`src/rtl/arb_pkg.sv`:
```
// rtl/arb_pkg.sv - shared constants, state encoding and helpers for rr_arbiter4
package arb_pkg;

    localparam int NUM_REQ = 4;
    localparam int SEL_W   = 2;

    typedef enum logic {
        ST_IDLE  = 1'b0,
        ST_GRANT = 1'b1
    } arb_state_e;

    // Index of the set bit of a one-hot vector; zero for an all-zero vector.
    function automatic logic [SEL_W-1:0] onehot_to_idx(input logic [NUM_REQ-1:0] oh);
        logic [SEL_W-1:0] idx;
        idx = '0;
        for (int i = 0; i < NUM_REQ; i++) begin
            if (oh[i]) begin
                idx = idx | SEL_W'(i);
            end
        end
        return idx;
    endfunction

endpackage

```
`src/rtl/rr_pick4.sv`:
```
// rtl/rr_pick4.sv - combinational rotating-priority winner search over four requests
module rr_pick4 (
    input  logic [3:0]                 req,
    input  logic [arb_pkg::SEL_W-1:0]  last_owner,
    output logic [arb_pkg::SEL_W-1:0]  winner,
    output logic                       any_req
);

    logic [1:0] start;
    logic [3:0] rot;
    logic [1:0] pick;

    // Rotate so the requester after last_owner sits at bit 0, take the lowest set bit, rotate back.
    always_comb begin
        start = last_owner + 2'd1;
        case (start)
            2'd0:    rot = req;
            2'd1:    rot = {req[0],   req[3:1]};
            2'd2:    rot = {req[1:0], req[3:2]};
            default: rot = {req[2:0], req[3]};
        endcase
        pick = 2'd0;
        for (int i = 3; i >= 0; i--) begin
            if (rot[i]) begin
                pick = 2'(i);
            end
        end
        winner  = pick + start;
        any_req = |req;
    end

endmodule

```
`src/rtl/rr_arbiter4.sv`:
```
// rtl/rr_arbiter4.sv - locking round-robin arbiter for the shared 4:1 mux; optional forced release with ARB_TIMEOUT_EN
module rr_arbiter4 #(
    parameter int NUM_REQ  = 4,
    parameter int MAX_HOLD = 8
) (
    input  logic                        clk,
    input  logic                        rst,
    input  logic [NUM_REQ-1:0]          req,
    output logic [NUM_REQ-1:0]          gnt,
    output logic [arb_pkg::SEL_W-1:0]   sel,
    output logic                        busy,
    output logic                        preempt
);
    import arb_pkg::*;

    if (NUM_REQ != arb_pkg::NUM_REQ) begin : g_bad_num_req
        $error("rr_arbiter4 supports exactly four requesters");
    end
    if (MAX_HOLD < 2 || MAX_HOLD > 255) begin : g_bad_max_hold
        $error("rr_arbiter4 MAX_HOLD must be within 2..255");
    end

    arb_state_e          state_q;
    logic [NUM_REQ-1:0]  gnt_q;
    logic [SEL_W-1:0]    sel_q;
    logic [SEL_W-1:0]    last_owner_q;
    logic                busy_q;

    logic [SEL_W-1:0]    winner_d;
    logic                any_req_d;
    logic [NUM_REQ-1:0]  win_oh_d;
    logic                owner_req;

    rr_pick4 u_pick (
        .req        (req),
        .last_owner (last_owner_q),
        .winner     (winner_d),
        .any_req    (any_req_d)
    );

    assign win_oh_d  = NUM_REQ'(1) << winner_d;
    assign owner_req = req[sel_q];

`ifdef ARB_TIMEOUT_EN
    localparam logic [7:0] HOLD_LAST = 8'(MAX_HOLD - 1);

    logic [7:0] hold_cnt_q;
    logic       preempt_q;
    logic       others_req;

    // Another requester is waiting while the owner holds the mux.
    assign others_req = |(req & ~gnt_q);
    assign preempt    = preempt_q;
`else
    assign preempt    = 1'b0;
`endif

    // Arbitration FSM: grant from IDLE, hold while owner requests, release with one idle bubble.
    always_ff @(posedge clk) begin
        if (rst) begin
            state_q      <= ST_IDLE;
            gnt_q        <= '0;
            sel_q        <= '0;
            busy_q       <= 1'b0;
            last_owner_q <= 2'd3;
`ifdef ARB_TIMEOUT_EN
            hold_cnt_q   <= '0;
            preempt_q    <= 1'b0;
`endif
        end else begin
`ifdef ARB_TIMEOUT_EN
            preempt_q <= 1'b0;
`endif
            case (state_q)
                ST_IDLE: begin
                    if (any_req_d) begin
                        gnt_q   <= win_oh_d;
                        sel_q   <= onehot_to_idx(win_oh_d);
                        busy_q  <= 1'b1;
                        state_q <= ST_GRANT;
`ifdef ARB_TIMEOUT_EN
                        hold_cnt_q <= '0;
`endif
                    end
                end
                ST_GRANT: begin
                    if (!owner_req) begin
                        gnt_q        <= '0;
                        busy_q       <= 1'b0;
                        last_owner_q <= sel_q;
                        state_q      <= ST_IDLE;
                    end
`ifdef ARB_TIMEOUT_EN
                    else if (hold_cnt_q == HOLD_LAST && others_req) begin
                        gnt_q        <= '0;
                        busy_q       <= 1'b0;
                        last_owner_q <= sel_q;
                        state_q      <= ST_IDLE;
                        preempt_q    <= 1'b1;
                    end else if (hold_cnt_q != HOLD_LAST) begin
                        hold_cnt_q <= hold_cnt_q + 8'd1;
                    end
`endif
                end
            endcase
        end
    end

    assign gnt  = gnt_q;
    assign sel  = sel_q;
    assign busy = busy_q;

endmodule

```
`config.mk`:
```
export PLATFORM = sky130hd
export DESIGN_NAME = rr_arbiter4
export DESIGN_NICKNAME = d
export VERILOG_FILES = /design/src/rtl/arb_pkg.sv /design/src/rtl/rr_pick4.sv /design/src/rtl/rr_arbiter4.sv
export SDC_FILE = /design/constraint.sdc
export NUM_CORES = 1
export LEC_CHECK = 0
export ABC_CLOCK_PERIOD_IN_PS = 2300
export CAP_MARGIN = 20
export CORE_UTILIZATION = 43
export DETAILED_ROUTE_END_ITERATION = 6
export GPL_ROUTABILITY_DRIVEN = 1
export MAX_ROUTING_LAYER = met4
export PLACE_DENSITY = 0.7
export SLEW_MARGIN = 25
export SYNTH_ARGS = -nofsm -noshare
export SYNTH_HDL_FRONTEND = slang
export SYNTH_SLANG_ARGS = --single-unit
```
`constraint.sdc`:
```
create_clock -name clk -period 2.3 [get_ports clk]
set_input_delay 0.23 -clock clk [delete_from_list [all_inputs] [get_ports clk]]
set_output_delay 0.23 -clock clk [all_outputs]
set_load 0.05 [all_outputs]
```
=== Word-level counts from Yosys, hierarchy flattened ===
Cells that the tools add are included.

* Input port bits: 6
* Logic and storage cells: 39
* Bits in latches: 0
* Bits in registers: 10
* Bits in read-only memories: 0
* Bits in writable memories: 0
* Memories: 0

* Shifts and indexed selects: 1
* Order comparisons: 1
* Equal/unequal tests: 4
* Multipliers: 0
* Reductions and logical operators: 5
* Mux-type cells: 19
* Divide/modulo/power cells: 0
* Bitwise operators: 2
* Add/sub/neg operators: 2

{| class="wikitable"
|+ Operators by type and width
! operator !! number
|-
| 2-bit 2-to-1 mux || 6
|-
| 4-bit one-hot mux with 3 select lines || 1
|-
| 4-bit 2-to-1 mux || 2
|-
| 4-bit one-hot mux with 2 select lines || 1
|-
| 1-bit 2-to-1 mux || 6
|-
| 2-bit AND reduction || 3
|-
| 2-bit inequality test, second input constant || 2
|-
| 1-bit one-hot mux with 2 select lines || 2
|-
| 4-bit OR reduction || 1
|-
| 1-bit by 2-bit << shifter with 4-bit output, first input constant || 1
|-
| 2-bit by 3-bit less-than comparator with 1-bit output, second input constant || 1
|-
| 2-bit by 1-bit adder with 2-bit output, second input constant || 1
|-
| 2-bit adder || 1
|-
| 1-bit binary-select mux with 2-bit select || 1
|-
| 2-bit by 1-bit equality test with 1-bit output, second input constant || 1
|-
| 2-bit equality test, second input constant || 1
|-
| 2-bit zero test || 1
|-
| 1-bit inverter || 2
|}

=== Depth between registers and ports, before layout ===
* Depth after elaboration: 12
* Gate-level depth with buffers: 11
* Depth with buffers taken out: 10

=== Cells and area by module ===
A second synthesis with hierarchy kept.

* Cell total of the unflattened synthesis: 67
* Area total of the unflattened synthesis: 643.1 µm²

{| class="wikitable"
|+ By module, submodules not included
! module !! seq. area each (µm²) !! cells an instance !! area an instance (µm²) !! times used
|-
| rr_arbiter4 || 200.2 || 40 || 415.4 || 1
|-
| rr_pick4 || 0.0 || 27 || 227.7 || 1
|}

=== Least setup slack after synthesis ===
No wires, ideal clock.

* Path type: flip-flop to flip-flop
* Start point: reg last_owner_q[0]
* End point: reg sel_q[1] (netlist: sel[1])
* Arrival: 2.102 ns
* Slack: 0.076 ns
* Path buffers: 1
* Stages on the path, launching flop included: 11
* Path through: dfxtp_1 inv_1 ha_1 buf_6 and2b_2 a21oi_1 nor2_1 ha_1 xnor2_1 nor4_1 a311o_1

* Cells in the longest elaborated chain, start to end: 11
* Elaborated cells on any way between the ends: 13

{| class="wikitable"
|+ RTL lines
! what !! line !! text
|-
| start: declaration || rr_arbiter4.sv:26 || <nowiki>logic [SEL_W-1:0] last_owner_q;</nowiki>
|-
| start signal: assignment || rr_arbiter4.sv:90 || <nowiki>last_owner_q <= sel_q;</nowiki>
|-
| 2-bit by 1-bit adder with 2-bit output * || rr_pick4.sv:15 || <nowiki>start = last_owner + 2'd1;</nowiki>
|-
| 2-bit equality test, or another cell as far along || rr_pick4.sv:16 || <nowiki>case (start)</nowiki>
|-
| 4-bit one-hot mux with 3 select lines || rr_pick4.sv:16 ||
|-
| 2-bit 2-to-1 mux (4 in series) || rr_pick4.sv:24 || <nowiki>if (rot[i]) begin</nowiki>
|-
| 2-bit adder * || rr_pick4.sv:28 || <nowiki>winner = pick + start;</nowiki>
|-
| 1-bit by 2-bit << shifter with 4-bit output * || rr_arbiter4.sv:41 || <nowiki>assign win_oh_d = NUM_REQ'(1) << winner_d;</nowiki>
|-
| 2-bit 2-to-1 mux || arb_pkg.sv:17 || <nowiki>if (oh[i]) begin</nowiki>
|-
| 2-bit 2-to-1 mux * || arb_pkg.sv:17 ||
|-
| end signal: assignment || rr_arbiter4.sv:78 || <nowiki>sel_q <= onehot_to_idx(win_oh_d);</nowiki>
|-
| end: declaration || rr_arbiter4.sv:25 || <nowiki>logic [SEL_W-1:0] sel_q;</nowiki>
|}

Every way passes the cells marked *; elsewhere a longest branch is shown, timed or not.
A chain may end at the register's enable or synchronous reset.

=== Worst setup path in the final report ===
Ends and elaborated chain as after synthesis.

==> summary.md <==
| Metric | Value |
|---|---|
| Grt ovf | 0 |
| Detail Placement HPWL | 1.00 mm |
| Longest Clk Path Bufs | 2 |
| CP Data Arrival Time | 2.32 ns |
| Die width | approximately 41 um |
| I/O pin count | 14 |
| Num CTS Buffers | 3 |
| Worst min-delay path category | reg -> reg |
| Total length of routed met3 wires | 32 um |
| Postcts setup bufs | 0 |
| Crit-path cells | buf_4 > ha_2 > a22oi_1 > a22o_1 > a21oi_1 > nor2_1 > ha_1 > xnor2_2 > nor4_1 > a311o_1 |
| Layout cells sized above 1 | 27.4% |
| Gate Count Post-Synth | 75 |
| Largest net degree at the start of global routing | 10 |
| Non-Filler Instances | 110 |
| Yosys cell types | 33 |
| Die Area | ~1700 um^2 |
| Synthesized area | 661 um^2 |
| Crit path max-delay family | compound AO/OA/AOI/OAI gates |
| Max Fclk | 459 MHz |
| Leak | 0.378 nW |
| Root Buffer | clkbuf_4 |
| EDFF count, synth | 0 |
| Most instantiated cells after synthesis | a21oi_1 (10), dfxtp_1 (10), inv_1 (6), a22oi_1 (5), ha_1 (5) |
| Fin crit share | 94.6% |
| CORE AREA | 1370 um^2 |
| Area growth syn-to-layout | 40.2% |
| Multi-input logic area | about 470 um^2 |
| Crit path kind | reg -> reg |
| DRC | 0 |
| Sequential area share after synthesis | 30.3% |
| DP Worst Slack | -0.0705 ns |
| Final nets | approximately 110 |
| Highest routed layer | met4 |
| Final Wtd Congestion | 0.712 |
| Total power | 0.00127 W |
| # hold bufs at CTS | 0 |
| CTS tree | built |
| Final worst setup slack | 0.124 ns |
| CTS H-Tree Depth | 1 |
| FF/Latch Area | just over 200 um^2 |
| Routed vias | 621 |
| Synth top area cells | dfxtp_1 (30%), ha_1 (9.5%), a21oi_1 (7.6%) |
| DR vias/cell | 5.65 |
| Synth warn | 0 |
| Slowest CP cell | dfxtp_1 |
| Worst Path Buf+Inv | 1 |
| FFs w/ async S/R, synth | 0% |
| Rel. slew slack | 66.9% |
| CP peak stage delay | 0.34 ns |
| Vias in the first global route | 522 |
| Fill cell count | 114 |
| Drt first pass iters | 4 |
| Required time of the critical path | 2.45 ns |
| Clock-pin slew on the worst setup and hold paths | about 0.070 ns |
| Seq cells post-synth | 10 |
| DP Cell Count | around 110 |
| Period minus WS final | 2.18 ns |
| Final ANT Viol Nets | 0 |
| Clk_lat worst skew | 0.26 ns |
| Initial antenna violation count | 0 |
| Die Height | roughly 40 um |
| CTS Sinks | 10 |
| IO Port Bufs | 12 |
| Nature of the critical path endpoint | flop |
| Mapped Nets | 86 |
| Fin. max-slew vios | 0 |
| Endpoints failing hold | 0 |
| WL/cell | 12.6 um |
| First-pass GRT wire length | roughly 2.0 mm |
| PD cells | 1370 nW/um^2 |
| Main flop type after synthesis | dfxtp_1 |
| Starting density of the core | 48.4% |
| Worst R2R Start | last_owner_q[0] |
| Ant. Diodes | 0 |
| Skew final | 0.00329 ns |
| CP Max Fanout | 4 |
| Met2 Wirelength | slightly below 700 um |
| Hold Path Origin | busy |
| Post-synth top area share | slightly above 30% |
| Tightest Pin Transition | approximately 0.50 ns |
| Critical path launch point type | flop |
| Synthesized area per cell | 8.81 um^2 |
| Initial DRC count | 8 |
| Leading area contributor after synthesis | dfxtp_1 |
| Met1 WL | 649 um |
| Worst VDD drop | 0.814 mV |
| Site Rows | 13 |
| Setup-failing EPs final | 0 |
| Max Cap Violations | 0 |
| Critical path startpoint | last_owner_q[0] |
| GRT Overall Usage | 18.5% |
| Status | finished clean |
| DRT Wirelength | 1.39 mm |
-- path summary, 6_finish.rpt --
check	end	slack [ns]	cells after the start
setup / recovery	sel[1]	0.12	10
hold / removal	busy	0.47	2
setup reg to reg	sel[1]	0.12	10
hold reg to reg	busy	0.47	2
-- layout by cell type (no fill, tap or decap), types with 3 or more instances in the layout --
cell type        netlist  routed
a21oi_1               10       9
a22o_1                 4       4
a22oi_1                5       4
buf_4                  1       8
clkbuf_4               0       3
clkdlybuf4s50_1        0      12
dfxtp_1               10       9
ha_4                   0       3
inv_1                  6       4
nand2_1                4       4
-- worst reg2reg max path, stage by stage (launching register included) --
cell	delay [ns]
dfxtp_1	0.34
buf_4	0.14
ha_2	0.22
a22oi_1	0.08
a22o_1	0.21
a21oi_1	0.14
nor2_1	0.06
ha_1	0.21
xnor2_2	0.28
nor4_1	0.08
a311o_1	0.32
-- per-layer routing --
metal,global-route usage [%],up-vias
met2,28.9,9
met3,3.26,2
li1,-,313
met4,7.26,0
met5,-,-
met1,23.5,297
-- state kept, by name (all words and copies together), names as in the netlist --
| register | flops |
|---|---|
| gnt | 4 |
| last_owner_q | 2 |
| sel | 2 |
| busy | 1 |
| state_q | 1 |
-- power breakdown --
part           internal, W  switching (W)
registers         0.000240      0.0000526
clock network    0.0000960      0.0000588
logic             0.000350       0.000472
-- cells by family (layout without fill, tap and decap cells) --
kind of cell / Yosys count / after routing / share of synthesized area (%)
and+or+nand+nor: 16 / 16 / 14.2
DFF: 10 / 10 / 30.3
buffers and inverters: 10 / 30 / 7.57
muxes: 2 / 2 / 3.22
adders and majority gates: 5 / 5 / 9.47
AOI/OAI and AO/OA: 28 / 28 / 30.7
other: 1 / 1 / 0.568
xor gates and xnor gates: 3 / 3 / 3.98
-- metrics by stage --
stage | setup TNS [ns] | util (%) | hold slack (ns) | area, um^2
6_report | 0 | 67.8 | 0.466 | 926
4_1_cts | 0 | 64.1 | 0.465 | 876
5_1_grt | -0.00774 | 67.8 | 0.481 | 926
2_1_floorplan | 0 | - | 0.481 | 661
3_5_place_dp | -0.135 | 60.9 | 0.455 | 832
3_3_place_gp | -0.0935 | 60.9 | 0.445 | 832
-- repair_timing --
action	CTS	global route
gates resized for setup	1	12
setup endpoints to repair	1	3
pin swaps	0	1
endpoints found under the hold margin	0	0
-- area by class of cell --
class                      instances  area share (%)
tap                               15            2.03
sequential                        10            21.8
timing repair buffer              20            19.5
clock buffer                       4            3.92
multi-input combinational         55            50.4
inverter                           6            2.43
(Power assumes the default switching activity.)
